--- src/rtl/simple_bus_arbiter.sv ---
// rtl/simple_bus_arbiter.sv - shares one memory port between the VexRiscv iBus and dBus
// dBus-priority grant with iBus starvation guard, stall lock and in-order read tag FIFO.
module simple_bus_arbiter #(
  parameter int MAX_PENDING  = 4,
  parameter int STARVE_LIMIT = 3
) (
  input  logic                           clk,
  input  logic                           reset,
  input  logic                           ibus_cmd_valid,
  output logic                           ibus_cmd_ready,
  input  logic [31:0]                    ibus_cmd_pc,
  output logic                           ibus_rsp_valid,
  output logic [31:0]                    ibus_rsp_inst,
  input  logic                           dbus_cmd_valid,
  output logic                           dbus_cmd_ready,
  input  logic                           dbus_cmd_wr,
  input  logic [31:0]                    dbus_cmd_address,
  input  logic [31:0]                    dbus_cmd_data,
  input  logic [1:0]                     dbus_cmd_size,
  output logic                           dbus_rsp_valid,
  output logic [31:0]                    dbus_rsp_data,
  output logic                           mem_cmd_valid,
  input  logic                           mem_cmd_ready,
  output logic                           mem_cmd_wr,
  output logic [31:0]                    mem_cmd_addr,
  output logic [31:0]                    mem_cmd_data,
  output logic [3:0]                     mem_cmd_mask,
  input  logic                           mem_rsp_valid,
  input  logic [31:0]                    mem_rsp_data,
  output logic [$clog2(MAX_PENDING):0]   pending_count,
  output logic                           rsp_orphan
);

  localparam int CW = $clog2(MAX_PENDING) + 1;
  localparam int PW = (MAX_PENDING > 1) ? $clog2(MAX_PENDING) : 1;
  localparam int SW = $clog2(STARVE_LIMIT + 2);

  typedef enum logic [1:0] {IDLE, LOCK_I, LOCK_D} state_e;

  state_e                 state_q, state_d;
  logic [SW-1:0]          starve_q, starve_d;
  logic [MAX_PENDING-1:0] tags_q, tags_d;
  logic [PW-1:0]          wr_ptr_q, wr_ptr_d, rd_ptr_q, rd_ptr_d;
  logic [CW-1:0]          count_q, count_d;
  logic                   orphan_q, orphan_d;

  logic       fifo_empty, fifo_full, pop, push, read_block;
  logic       ibus_pres, dbus_pres, starved, sel_d, presented, accept, head;
  logic [1:0] eff_size;
  logic [3:0] base_mask, dmask;

  function automatic logic [PW-1:0] ptr_inc(input logic [PW-1:0] p);
    if (p == PW'(MAX_PENDING - 1)) return '0;
    return p + PW'(1);
  endfunction

  assign fifo_empty = (count_q == '0);
  assign fifo_full  = (count_q == CW'(MAX_PENDING));
  assign pop        = !reset && mem_rsp_valid && !fifo_empty;
  // A pop in the same cycle frees a slot, so a full FIFO still accepts a read then.
  assign read_block = fifo_full && !pop;
  assign ibus_pres  = ibus_cmd_valid && !read_block;
  assign dbus_pres  = dbus_cmd_valid && (dbus_cmd_wr || !read_block);
  assign starved    = ibus_cmd_valid && (starve_q == SW'(STARVE_LIMIT));

  always_ff @(posedge clk) begin
    if (reset) state_q <= IDLE;
    else       state_q <= state_d;
  end

  always_comb begin
    state_d = state_q;
    case (state_q)
      IDLE:           if (mem_cmd_valid && !mem_cmd_ready) state_d = sel_d ? LOCK_D : LOCK_I;
      LOCK_I, LOCK_D: if (mem_cmd_ready) state_d = IDLE;
      default:        state_d = IDLE;
    endcase
  end

  always_comb begin
    sel_d = 1'b0;
    case (state_q)
      LOCK_I:  sel_d = 1'b0;
      LOCK_D:  sel_d = 1'b1;
      default: sel_d = dbus_pres && !(starved && ibus_pres);
    endcase
  end

  assign eff_size  = (dbus_cmd_size == 2'd3) ? 2'd2 : dbus_cmd_size;
  assign base_mask = (eff_size == 2'd0) ? 4'b0001 : (eff_size == 2'd1) ? 4'b0011 : 4'b1111;
  assign dmask     = base_mask << dbus_cmd_address[1:0];

  assign presented      = sel_d ? dbus_pres : ibus_pres;
  assign mem_cmd_valid  = !reset && presented;
  assign accept         = mem_cmd_valid && mem_cmd_ready;
  assign ibus_cmd_ready = accept && !sel_d;
  assign dbus_cmd_ready = accept && sel_d;
  assign push           = accept && (!sel_d || !dbus_cmd_wr);

  assign mem_cmd_wr   = sel_d && dbus_cmd_wr;
  assign mem_cmd_addr = sel_d ? dbus_cmd_address : ibus_cmd_pc;
  assign mem_cmd_data = sel_d ? dbus_cmd_data : 32'h0;
  assign mem_cmd_mask = sel_d ? dmask : 4'b1111;

  assign head           = tags_q[rd_ptr_q];
  assign ibus_rsp_valid = pop && !head;
  assign dbus_rsp_valid = pop && head;
  assign ibus_rsp_inst  = mem_rsp_data;
  assign dbus_rsp_data  = mem_rsp_data;
  assign pending_count  = count_q;
  assign rsp_orphan     = orphan_q;

  always_comb begin
    starve_d = starve_q;
    if (!ibus_cmd_valid || ibus_cmd_ready)
      starve_d = '0;
    else if (dbus_cmd_ready && starve_q != SW'(STARVE_LIMIT))
      starve_d = starve_q + SW'(1);
  end

  always_comb begin
    tags_d   = tags_q;
    wr_ptr_d = wr_ptr_q;
    rd_ptr_d = rd_ptr_q;
    if (push) begin
      tags_d[wr_ptr_q] = sel_d;
      wr_ptr_d         = ptr_inc(wr_ptr_q);
    end
    if (pop) rd_ptr_d = ptr_inc(rd_ptr_q);
    count_d  = count_q + CW'(push) - CW'(pop);
    orphan_d = orphan_q || (mem_rsp_valid && fifo_empty);
  end

  always_ff @(posedge clk) begin
    if (reset) begin
      starve_q <= '0;
      tags_q   <= '0;
      wr_ptr_q <= '0;
      rd_ptr_q <= '0;
      count_q  <= '0;
      orphan_q <= 1'b0;
    end else begin
      starve_q <= starve_d;
      tags_q   <= tags_d;
      wr_ptr_q <= wr_ptr_d;
      rd_ptr_q <= rd_ptr_d;
      count_q  <= count_d;
      orphan_q <= orphan_d;
    end
  end

endmodule
--- config.mk ---
export PLATFORM = sky130hd
export DESIGN_NAME = simple_bus_arbiter
export DESIGN_NICKNAME = d
export VERILOG_FILES = /design/src/rtl/simple_bus_arbiter.sv
export SDC_FILE = /design/constraint.sdc
export NUM_CORES = 1
export LEC_CHECK = 0
export BUFFER_PORTS_ARGS = -buffer_cell sky130_fd_sc_hd__buf_4
export CAP_MARGIN = 20
export CORE_AREA = 8 8 102 104
export CTS_CLUSTER_SIZE = 12
export DETAILED_ROUTE_END_ITERATION = 8
export DIE_AREA = 0 0 110 112
export PLACE_DENSITY = 0.64
export RECOVER_POWER = 50
export SYNTH_ARGS = -nofsm -noshare
export SYNTH_HDL_FRONTEND = slang
export SYNTH_SLANG_ARGS = --single-unit
--- constraint.sdc ---
create_clock -name clk -period 3.35 [get_ports clk]
set_input_delay 0.67 -clock clk [delete_from_list [all_inputs] [get_ports clk]]
set_output_delay 0.67 -clock clk [all_outputs]
set_load 0.02 [all_outputs]
After elaboration in Yosys (flattened, before gate mapping) --
Index checks and enable logic that the tools add are counted.
Storage, ports and cells: flip-flop bits (word level) 17, bits of input ports 137, output and inout port bits 142, logic and storage cells 92
Operators by class: add/subtract/negate cells 5, $lt $le $gt $ge 3, eq/ne operators 11, shifts and indexed selects 1, muxes and demuxes 25, reduce and logical (&&, ||, !) cells 40
Operators with widths (count):
- $mux W32 | 2
- $logic_and A1 B1 Y1 | 20
- $mux W2 | 8
- $mux W4 | 3
- $logic_not A1 Y1 | 10
- $eq A2 B2 Y1 const B | 4
- $mux W1 | 7
- $lt A2 B3 Y1 const B | 2
- $add A2 B1 Y2 const B | 2
- $bwmux W4 | 1
- $eq A2 B1 Y1 const B | 2
- $logic_not A2 Y1 | 2
- $logic_or A1 B1 Y1 | 4
- $ne A2 B2 Y1 const B | 2
- $pmux W2 S2 | 1
- $reduce_or A2 Y1 | 2
- $shl A4 B2 Y4 | 1
- $add A3 B1 Y3 | 1
- $add A3 B1 Y3 const B | 1
- $eq A3 B2 Y1 const B | 1
- $eq A3 B3 Y1 const B | 1
- $logic_not A3 Y1 | 1
- $ne A3 B2 Y1 const B | 1
- $sub A3 B1 Y3 | 1
- 5 further kinds | 5

Logic depth before layout (Yosys ltp) --
Gate-level depths: netlist of the first run.
depth in word-level cells 17, mapped depth 12, depth with buffers taken out 12

Worst setup path before layout of the first run --
No wires, ideal clock.
path type input to register, from input mem_rsp_valid, to register count_q[2] (netlist: pending_count[2]), setup time 0.129 ns, arrival 2.895 ns, data required time 3.221 ns, slack 0.326 ns, stages on the path 10, buffers on the path 0, path through nor2b_1 > o31ai_1 > a311oi_4 > o21ai_2 > ha_1 > inv_1 > ha_1 > fa_1 > xnor2_1 > nor2_1
Between the ends: longest elaborated chain between the ends 16, elaborated cells on any way between the ends 20, classes of those cells 2 x add/sub; 2 x mux; 16 x reduce/logical
RTL lines:
- start: declaration | line 28 | input logic mem_rsp_valid,
- $logic_and A1 B1 Y1 * (2 in a row) | line 59 | assign pop = !reset && mem_rsp_valid && !fifo_empty;
- $logic_not A1 Y1 | line 61 | assign read_block = fifo_full && !pop;
- $logic_and A1 B1 Y1 | line 61
- $logic_not A1 Y1 | line 62, 63
- $logic_and A1 B1 Y1 | line 62 | assign ibus_pres = ibus_cmd_valid && !read_block;
- $logic_and A1 B1 Y1 | line 85 | default: sel_d = dbus_pres && !(starved && ibus_pres);
- $logic_not A1 Y1 | line 85
- $logic_and A1 B1 Y1 | line 85
- $pmux W1 S2 | line 82 | case (state_q)
- $mux W1 | line 93 | assign presented = sel_d ? dbus_pres : ibus_pres;
- $logic_and A1 B1 Y1 | line 94 | assign mem_cmd_valid = !reset && presented;
- $logic_and A1 B1 Y1 | line 95 | assign accept = mem_cmd_valid && mem_cmd_ready;
- $logic_and A1 B1 Y1 | line 98 | assign push = accept && (!sel_d || !dbus_cmd_wr);
- $add A3 B1 Y3 | line 130 | count_d = count_q + CW'(push) - CW'(pop);
- $sub A3 B1 Y3 * | line 130
- end signal: assignment | line 147 | count_q <= count_d;
- end: declaration | line 44 | logic [CW-1:0] count_q, count_d;
Mark *: on every way between the ends. The rest lies on a longest branch, timed or not. A chain may end at the register's enable or synchronous reset.

Worst setup path in the final report of the first run --
from input mem_rsp_valid, to output mem_cmd_addr[30]
Between the ends: longest elaborated chain between the ends 11, elaborated cells on any way between the ends 13, classes of those cells 2 x mux; 11 x reduce/logical
RTL lines:
- $logic_and A1 B1 Y1 * (2 in a row) | line 59
- $logic_not A1 Y1 * | line 61
- $logic_and A1 B1 Y1 * | line 61
- $logic_not A1 Y1 * | line 62, 63
- $logic_and A1 B1 Y1 | line 62
- $logic_and A1 B1 Y1 | line 85
- $logic_not A1 Y1 | line 85
- $logic_and A1 B1 Y1 * | line 85
- $pmux W1 S2 * | line 82
- $mux W32 * | line 101 | assign mem_cmd_addr = sel_d ? dbus_cmd_address : ibus_cmd_pc;
- end: declaration | line 25 | output logic [31:0] mem_cmd_addr,
Marked as above.

==> results.yml, run 1 <==
outcome:
  status: "completed"
critical_path:
  arrival_ns: 2.51
  reg2reg_depth: 10
  worstSetupEndpointType: "output pin"
  crit_type: "primary input to output pin"
  worstReg2RegEnd: "pending_count[2]$_SDFF_PP0_"
  ff2ff_setup_slack_ns: 0.31
  worstSetupEndpoint: "mem_cmd_addr[30]"
  cp_max_fo: 53
  worstPathRequired_ns: 2.68
  r2r-start: "pending_count[1]$_SDFF_PP0_"
  critPathLaunch: "mem_rsp_valid"
  startpoint_type: "primary input"
cells_and_area:
  drive_gt1_share_pct: 44.7
  layout_commonest_cell: "buf_4"
  mostFrequentLayoutCells: "182 x buf_4, 104 x nand2_1, 34 x and2_1, 17 x dfxtp_1, 13 x inv_1"
  area_growth_pct: 46.1
  n_antenna_cell: 0
  finalNetCount: 595
clock_network:
  clk_latency_ns: 0.26
  cts.sinks: 17
  cts-root-buf: "clkbuf_8"
  holdBufCountCts: 0
  cts_max_level: 1
  cts_tree: "yes"
  clock_path_buffers: 2
  post_cts.repair.setup_buffers: 0
  numCtsBuffers: 3
  cts_resized: 0
  clk_pin_slew_ns: 0.07
die:
  die-width_um: 110
  die_y_um: 112
  ios: 279
  fp.dieArea_sq_um: 12300
  rows: 35
  initial_utilization_pct: 25.8
  core_sq_um: 8890
power_and_ir_drop:
  intPower_mw: 1.00
  power.density_nw_per_um2: 617
  clock_power_share_pct: 7.8
  p_leak_nw: 1.75
  p_comb_share_pct: 79.4
  swShare_pct: 51.3
  ir_drop_uv: 300
  total_power_mw: 2.06
  share_seq_of_total_power_pct: 12.8
  switching_power_mw: 1.06
synthesis:
  syn_inst: 329
  yosys.area.top_type: "buf_4"
  synth_top_area_share_pct: 21.0
  synth_seq_cells: 17
  async_flop_share_pct: 0
  yosysUniqueCellTypes: 47
  synth_edf_count: 0
  syn_nets: 478
  yosys-top-cells-area: "buf_4 21%, nand2_1 17%, dfxtp_1 15%"
  synthesis.area_sq_um: 2290
  post_synth.cell_area_avg_sq_um: 6.96
  synth_warnings: 0
  synth_top_flop_cell: "dfxtp_1"
  yosysSeqAreaShare_pct: 14.9
drt:
  firstDrtPassIters: 4
  vias: 2517
  drt-initial-drc-count: 86
  ant_nets: 0
  routed_wl_um: 9560
  wl_per_cell_um: 17.2
  drc: 0
  vias_per_cell: 4.53
global_route:
  grt_pass1_vias: 2612
  grt_util_all_layers_pct: 14.3
  grt_max_degree: 54
  grt_antenna_before_repair: 0
  overflow: 0
  grt_pass1_wl_um: 13900
flow_run:
  drv_cap: 0
timing:
  maxSlewViolCount: 0
  finalCritPeriodShare_pct: 94.9
  final.setup.tns_ns: 0
  period_needed_ns: 3.18
  tightest_slew_ns: 0.649
  skew_ns: 0.00242
  finalHoldViolCount: 0
  max_freq_mhz: 315
  setup_viol: 0
  rsz0062_at_grt: "false"
  relSlewSlack_pct: 56.4
placed_design:
  dp_hpwl_um: 8180
  gp_congestion: 0.842
  io_buffer_count: 182
hold_path:
  holdCritPathClass: "flop to flop"
cell families after synthesis:
| family | after synthesis | synth area share [%] |
|---|---|---|
| adders and majority gates | 12 | 6.89 |
| AOI/OAI and AO/OA | 38 | 16.8 |
| buffers and inverters | 90 | 25.8 |
| muxes | 2 | 1.64 |
| xor gates and xnor gates | 2 | 0.765 |
| DFF | 17 | 14.9 |
| and+or+nand+nor | 168 | 33.2 |
power by group through the flow:
| stage | sequential, mW | combinational, mW | clock, mW |
|---|---|---|---|
| 2_1_floorplan | 0.281 | 1.06 | 0 |
| 3_3_place_gp | 0.270 | 1.67 | 0 |
| 3_5_place_dp | 0.270 | 1.68 | 0 |
| 4_1_cts | 0.266 | 1.69 | 0.165 |
| 5_1_grt | 0.271 | 1.77 | 0.174 |
| 6_report | 0.265 | 1.64 | 0.161 |
worst min path at each step:
stage,slack [ns],depth (start not counted),start,end
global route,0.51,2,rsp_orphan$_SDFF_PP0_,rsp_orphan$_SDFF_PP0_
detailed placement,0.46,2,rsp_orphan$_SDFF_PP0_,rsp_orphan$_SDFF_PP0_
CTS,0.48,2,starve_q[1]$_SDFFE_PP0P_,starve_q[1]$_SDFFE_PP0P_
finish,0.47,2,rsp_orphan$_SDFF_PP0_,rsp_orphan$_SDFF_PP0_
floorplan,0.45,2,starve_q[1]$_SDFFE_PP0P_,starve_q[1]$_SDFFE_PP0P_
global placement,0.46,2,rsp_orphan$_SDFF_PP0_,rsp_orphan$_SDFF_PP0_
worst max-delay path, cell delays in order:
cell and delay (ns):
buf_4 0.10, nor2b_1 0.54, o41ai_4 0.20, a211oi_4 0.38
buf_12 0.25, nand2_1 0.09, nand2_1 0.11, buf_4 0.15
cell usage after synthesis (2+ instances only):
cell      number
buf_2          5
inv_1         13
nor2_1        10
nand2_1      104
nor2b_1        5
ha_1          11
nand3_1        4
buf_4         64
clkbuf_1       6
and2_1        34
dfxtp_1       17
a21o_1         2
xnor2_1        2
a21oi_1        3
o31ai_1        5
nor3_1         5
o21ai_0        5
a32o_1         4
a211oi_1       2
metal layers:
metal | vias up | routed length, um | track usage, %
li1 | 1236 | - | -
met1 | 1117 | 3280 | 14.2
met2 | 130 | 4840 | 25.0
met3 | 34 | 1190 | 6.93
met4 | 0 | 252 | 5.14
met5 | - | 0 | 0
sequential cells by signal, indices dropped and copies added, names as in the netlist:
name           count
rd_ptr_q           2
state_q            2
pending_count      3
rsp_orphan         1
tags_q             4
wr_ptr_q           2
starve_q           3
layout make-up:
class / count / area [sq um]
multi-input cells: 222 / 1350
flip-flops and latches: 17 / 340
clock inverters: 1 / 5.00
repair buffers: 189 / 1430
clock buffers: 3 / 41.3
fillers: 945 / 5540
well taps: 111 / 139
inverters: 13 / 48.8
stage by stage:
| step | instances | setup slack, ns | utilization [%] | cell area [sq um] | hold WS, ns |
|---|---|---|---|---|---|
| finish | 556 | 0.172 | 37.6 | 3350 | 0.471 |
| global route | 556 | 0.0633 | 37.6 | 3350 | 0.509 |
| CTS | 556 | 0.165 | 38.1 | 3390 | 0.480 |
| detailed placement | 552 | 0.00282 | 37.6 | 3340 | 0.464 |
| global placement | 552 | 0.116 | 37.6 | 3340 | 0.456 |
| floorplan | 329 | 0.326 | - | 2290 | 0.452 |
No activity file was read; power rests on OpenSTA's default activity.
==> run 2: changes to the inputs <==
PLACE_DENSITY = 0.67   (was 0.64)
==> run 2 against run 1 <==
Combinational power hardly changed. Via count is 1.3% lower. First-iteration DRC count is 66% higher. Global-route usage is 0.23 points lower. Largest power group unchanged. Maximum frequency is 0.81% lower. Highest routed layer unchanged. Critical path type unchanged. Wire length is 2.0% lower. Worst hold slack better by 0.0023 ns. Utilization is 0.52 points higher. Clock power is 3% lower. Cell area is 1.4% higher. Worst setup slack worse by 0.026 ns. Largest cell class unchanged.
==> results.yml, run 2 (synthesis gave the netlist of run 1 again) <==
power_and_ir_drop:
  share_seq_of_total_power_pct: 12.8
  switching_power_mw: 1.05
  power.density_nw_per_um2: 614
  p_comb_share_pct: 79.8
  intPower_mw: 1.03
  ir_drop_uv: 334
  swShare_pct: 50.6
  clock_power_share_pct: 7.5
  p_leak_nw: 1.76
drt:
  wl_met3_um: 1330
  wl_met1_um: 3300
  drc: 0
  drt-initial-drc-count: 143
  ant_nets: 0
  routed.top_layer: "met4"
  vias: 2485
  firstDrtPassIters: 4
  routed_wl_um: 9370
  wl_per_cell_um: 16.8
  met2_length_um: 4480
  vias_per_cell: 4.45
critical_path:
  arrival_ns: 2.53
  crit_path_frequent_cell: "buf_4"
  path_cells: "buf_4 > nor2b_1 > o41ai_4 > buf_4 > a211oi_4 > buf_12 > nand2_1 > nand2_1 > buf_4"
  worstPathRequired_ns: 2.68
  critical_path.slowest_cell: "nor2b_1"
  cp_max_fo: 51
  critPathLaunch: "reset"
  critPathBufInv: 4
  reg2reg_depth: 10
  worstReg2RegEnd: "pending_count[2]$_SDFF_PP0_"
  startpoint_type: "primary input"
  worstSetupEndpoint: "mem_cmd_addr[29]"
  max_stage_delay_ns: 0.50
  r2r-start: "pending_count[1]$_SDFF_PP0_"
  worstSetupEndpointType: "output pin"
  crit_type: "primary input to output pin"
  cpLargestDelayFamily: "buffers and inverters"
  crit_cells: 9
  ff2ff_setup_slack_ns: 0.28
clock_network:
  holdBufCountCts: 0
  cts.sinks: 17
  cts_max_level: 1
  post_cts.repair.setup_buffers: 0
  clock_path_buffers: 2
  numCtsBuffers: 3
  clk_pin_slew_ns: 0.07
  cts_resized: 0
  cts_tree: "yes"
  cts-root-buf: "clkbuf_8"
  clk_latency_ns: 0.25
timing:
  setup_viol: 0
  skew_ns: 0.000651
  tightest_slew_ns: 0.701
  maxSlewViolCount: 0
  max_freq_mhz: 312
  final.setup.tns_ns: 0
  rsz0062_at_grt: "false"
  relSlewSlack_pct: 52.9
  period_needed_ns: 3.20
  hold_ws_ns: 0.473
  finalCritPeriodShare_pct: 95.6
  finalHoldViolCount: 0
global_route:
  grt_antenna_before_repair: 0
  grt_pass1_vias: 2595
  overflow: 0
  grt_pass1_wl_um: 13900
  grt_util_all_layers_pct: 14.1
  grt_max_degree: 52
die:
  core_sq_um: 8890
  die_y_um: 112
  initial_utilization_pct: 25.8
  die-width_um: 110
  rows: 35
  ios: 279
  fp.dieArea_sq_um: 12300
placed_design:
  io_buffer_count: 182
  gp_congestion: 0.855
  dp_hpwl_um: 8200
hold_path:
  holdCritPathClass: "flop to flop"
cells_and_area:
  mostFrequentLayoutCells: "182 x buf_4, 104 x nand2_1, 34 x and2_1, 17 x dfxtp_1, 13 x inv_1"
  layout_commonest_cell: "buf_4"
  area_growth_pct: 48.1
  finalNetCount: 597
  largest_reg_flops: 4
  regMostFlops: "tags_q"
  fill_cells: 922
  n_antenna_cell: 0
  drive_gt1_share_pct: 44.7
outcome:
  status: "completed"
flow_run:
  drv_cap: 0
-- run 2: cell types whose count changed in the layout (fill, tap and decap cells not counted), sizes merged --
cell    change
clkbuf      +2
buf         +1
clkinv      -1
-- run 2: through the flow --
stage               std cells  worst slack [ns]  utilization [%]  cell area (sq um)  power [mW]
CTS                       558             0.142             38.4               3410        2.13
floorplan                 329             0.326                -               2290        1.34
detailed placement        554            0.0626             37.9               3370        1.97
global route              558           0.00201             38.2               3390        2.25
finish                    558             0.146             38.2               3390        2.08
global placement          554             0.194             37.9               3370        1.96
-- run 2: power by group through the flow --
stage	registers, mW	clock network, mW	logic, mW
2_1_floorplan	0.281	0	1.06
3_5_place_dp	0.271	0	1.70
3_3_place_gp	0.269	0	1.69
4_1_cts	0.266	0.157	1.71
6_report	0.266	0.156	1.66
5_1_grt	0.270	0.173	1.81
-- run 2: tightest hold or removal path, stage by stage, from the launching register on --
cell,delay [ns]
dfxtp_1,0.33
a21oi_1,0.04
nor2_1,0.07
-- run 2: final cells by class --
| class | count | area, sq um | area share [%] |
|---|---|---|---|
| timing repair buffer | 191 | 1450 | 42.7 |
| inverter | 13 | 48.8 | 1.44 |
| clock buffer | 4 | 45.0 | 1.33 |
| multi-input combinational | 222 | 1370 | 40.4 |
| sequential | 17 | 340 | 10.0 |
| tap | 111 | 139 | 4.09 |
-- run 2: worst min path at each step --
stage / from / endpoint / slack, ns / cells past startpoint
final: rsp_orphan$_SDFF_PP0_ / rsp_orphan$_SDFF_PP0_ / 0.47 / 2
after CTS: rsp_orphan$_SDFF_PP0_ / rsp_orphan$_SDFF_PP0_ / 0.48 / 2
after floorplan: starve_q[1]$_SDFFE_PP0P_ / starve_q[1]$_SDFFE_PP0P_ / 0.45 / 2
after detailed placement: rsp_orphan$_SDFF_PP0_ / rsp_orphan$_SDFF_PP0_ / 0.46 / 2
after global routing: starve_q[0]$_SDFFE_PP0P_ / starve_q[0]$_SDFFE_PP0P_ / 0.52 / 2
after global placement: rsp_orphan$_SDFF_PP0_ / rsp_orphan$_SDFF_PP0_ / 0.46 / 2
-- run 2: per-layer routing --
metal | GRT usage (%) | vias up
met1 | 14.5 | 1071
met5 | 0 | -
met4 | 4.77 | 0
li1 | - | 1242
met3 | 6.93 | 29
met2 | 24.0 | 143
==> run 3: changes to the inputs <==
CELL_PAD_IN_SITES_DETAIL_PLACEMENT = 1   (was not set)
CELL_PAD_IN_SITES_GLOBAL_PLACEMENT = 1   (was not set)
CORE_AREA = not set   (was 8 8 102 104)
CORE_MARGIN = 8   (was not set)
CORE_UTILIZATION = 20   (was not set)
DIE_AREA = not set   (was 0 0 110 112)
PLACE_DENSITY = not set   (was 0.67)
PLACE_DENSITY_LB_ADDON = 0.1   (was not set)
==> run 3 against run 2 <==
Clock skew rose by 0.0037 ns. Worst setup slack improved by 0.12 ns. Clock power rose by 62%. Utilization fell by 7.6 points. Via count rose by 2.4%. Cell area rose by 1.6%. Combinational power barely moved. Sequential cell count did not move. First-iteration DRC count fell by 75%. Non-clock buffer count rose by 1. Register-to-register slack barely moved. Wire length rose by 13%. Critical path type is now flop to flop.
==> results.yml, run 3 (synthesis gave the netlist of run 1 again) <==
global_route:
  overflow: 0
  grt_pass1_vias: 2600
  grt_max_degree: 71
  grt_pass1_wl_um: 15200
  grt_antenna_before_repair: 0
  grt_util_all_layers_pct: 12.7
power_and_ir_drop:
  p_leak_nw: 1.77
  switching_power_mw: 1.10
  intPower_mw: 1.09
  clock_power_share_pct: 11.5
  ir_drop_uv: 206
  swShare_pct: 50.2
  share_seq_of_total_power_pct: 12.2
  power.density_nw_per_um2: 634
  p_comb_share_pct: 76.2
  total_power_mw: 2.18
drt:
  firstDrtPassIters: 4
  ant_nets: 0
  vias_per_cell: 4.30
  drc: 0
  vias: 2544
  routed_wl_um: 10600
  wl_per_cell_um: 18.0
  drt-initial-drc-count: 36
critical_path:
  crit_path_frequent_cell: "ha_1"
  cp_max_fo: 7
  path_cells: "or2_1 > o41a_4 > a311oi_1 > o21ai_2 > ha_1 > inv_1 > ha_1 > fa_1 > xnor2_1 > nor2_1"
  max_stage_delay_ns: 0.50
  startpoint_type: "flop"
  worstSetupEndpointType: "flop"
  worstPathRequired_ns: 3.47
  arrival_ns: 3.20
  crit_type: "flop to flop"
  critical_path.slowest_cell: "o41a_4"
die:
  core_sq_um: 11300
  rows: 39
  fp.dieArea_sq_um: 15100
  die-width_um: 123
  ios: 279
  initial_utilization_pct: 20.3
  die_y_um: 123
placed_design:
  dp_hpwl_um: 9080
  gp_congestion: 0.769
  placed_area_sq_um: 3400
  io_buffer_count: 182
  pre_cts_ws_ns: 0.0376
cells_and_area:
  mostFrequentLayoutCells: "183 x buf_4, 104 x nand2_1, 34 x and2_1, 17 x dfxtp_1, 13 x inv_1"
  area_growth_pct: 50.5
  register_area_sq_um: 340
  multi_input_area_sq_um: 1360
  fill_cells: 1415
  regMostFlops: "tags_q"
  drive_gt1_share_pct: 44.9
  layout_commonest_cell: "buf_4"
  largest_reg_flops: 4
  n_antenna_cell: 0
  final_area_sq_um: 3450
  finish.utilization_pct: 30.6
  finalNetCount: 598
clock_network:
  numCtsBuffers: 3
  cts-root-buf: "clkbuf_16"
  post_cts.repair.setup_buffers: 0
  holdBufCountCts: 0
  clock_path_buffers: 2
  clk_pin_slew_ns: 0.06
  clk_latency_ns: 0.25
  cts.sinks: 17
  cts_max_level: 1
  cts_tree: "yes"
  cts_resized: 0
hold_path:
  holdCritPathClass: "flop to flop"
timing:
  skew_ns: 0.00433
  period_needed_ns: 3.08
  setup_ws_ns: 0.270
  tightest_slew_ns: 0.719
  max_freq_mhz: 325
  setup_viol: 0
  finalCritPeriodShare_pct: 91.9
  maxSlewViolCount: 0
  relSlewSlack_pct: 51.5
  rsz0062_at_grt: "false"
  finalHoldViolCount: 0
  final.setup.tns_ns: 0
flow_run:
  drv_cap: 0
outcome:
  status: "completed"
[run 3: cell types whose count changed in the layout (fill, tap and decap cells not counted), sizes merged]
cell / delta
clkinvlp: +1
[run 3: layout make-up]
class | count | share of cell area [%]
clock buffer | 3 | 2.18
clock inverter | 1 | 0.218
inverter | 13 | 1.42
multi-input combinational | 222 | 39.3
sequential | 17 | 9.88
tap | 143 | 5.19
timing repair buffer | 192 | 41.8
[run 3: worst paths after layout]
| check | slack (ns) | from | end | cells after the start |
|---|---|---|---|---|
| max reg2reg | 0.27 | pending_count[1]$_SDFF_PP0_ | pending_count[2]$_SDFF_PP0_ | 10 |
| max | 0.27 | pending_count[1]$_SDFF_PP0_ | pending_count[2]$_SDFF_PP0_ | 10 |
| min reg2reg | 0.48 | rsp_orphan$_SDFF_PP0_ | rsp_orphan$_SDFF_PP0_ | 2 |
| min | 0.48 | rsp_orphan$_SDFF_PP0_ | rsp_orphan$_SDFF_PP0_ | 2 |
[run 3: layer usage]
layer	vias to the layer above	GRT usage [%]	part of all wire [%]
met5	-	0	0
met3	14	3.97	11
met2	145	23.8	53
met4	0	2.71	1.0
li1	1240	-	-
met1	1145	13.7	35
[run 3: through the flow]
step / hold WS (ns) / cells
after global placement: 0.461 / 587
final: 0.477 / 591
after global routing: 0.525 / 591
after detailed placement: 0.469 / 587
after floorplan: 0.452 / 329
after CTS: 0.486 / 591
[run 3: power groups by stage]
| stage | sequential [mW] | clock [mW] | combinational, mW |
|---|---|---|---|
| final | 0.267 | 0.252 | 1.66 |
| after global routing | 0.273 | 0.269 | 1.82 |
| after CTS | 0.269 | 0.261 | 1.74 |
| after detailed placement | 0.273 | 0 | 1.73 |
| after global placement | 0.272 | 0 | 1.73 |
| after floorplan | 0.281 | 0 | 1.06 |
[run 3: critical path, delay by kind of cell (launching register included)]
| kind | cells | cell delay (ns) |
|---|---|---|
| buf+inv | 1 | 0.04 |
| compound gates | 3 | 1.12 |
| simple gates | 2 | 0.42 |
| flops | 1 | 0.34 |
| fa+ha+maj | 3 | 0.86 |
| xor+xnor | 1 | 0.17 |
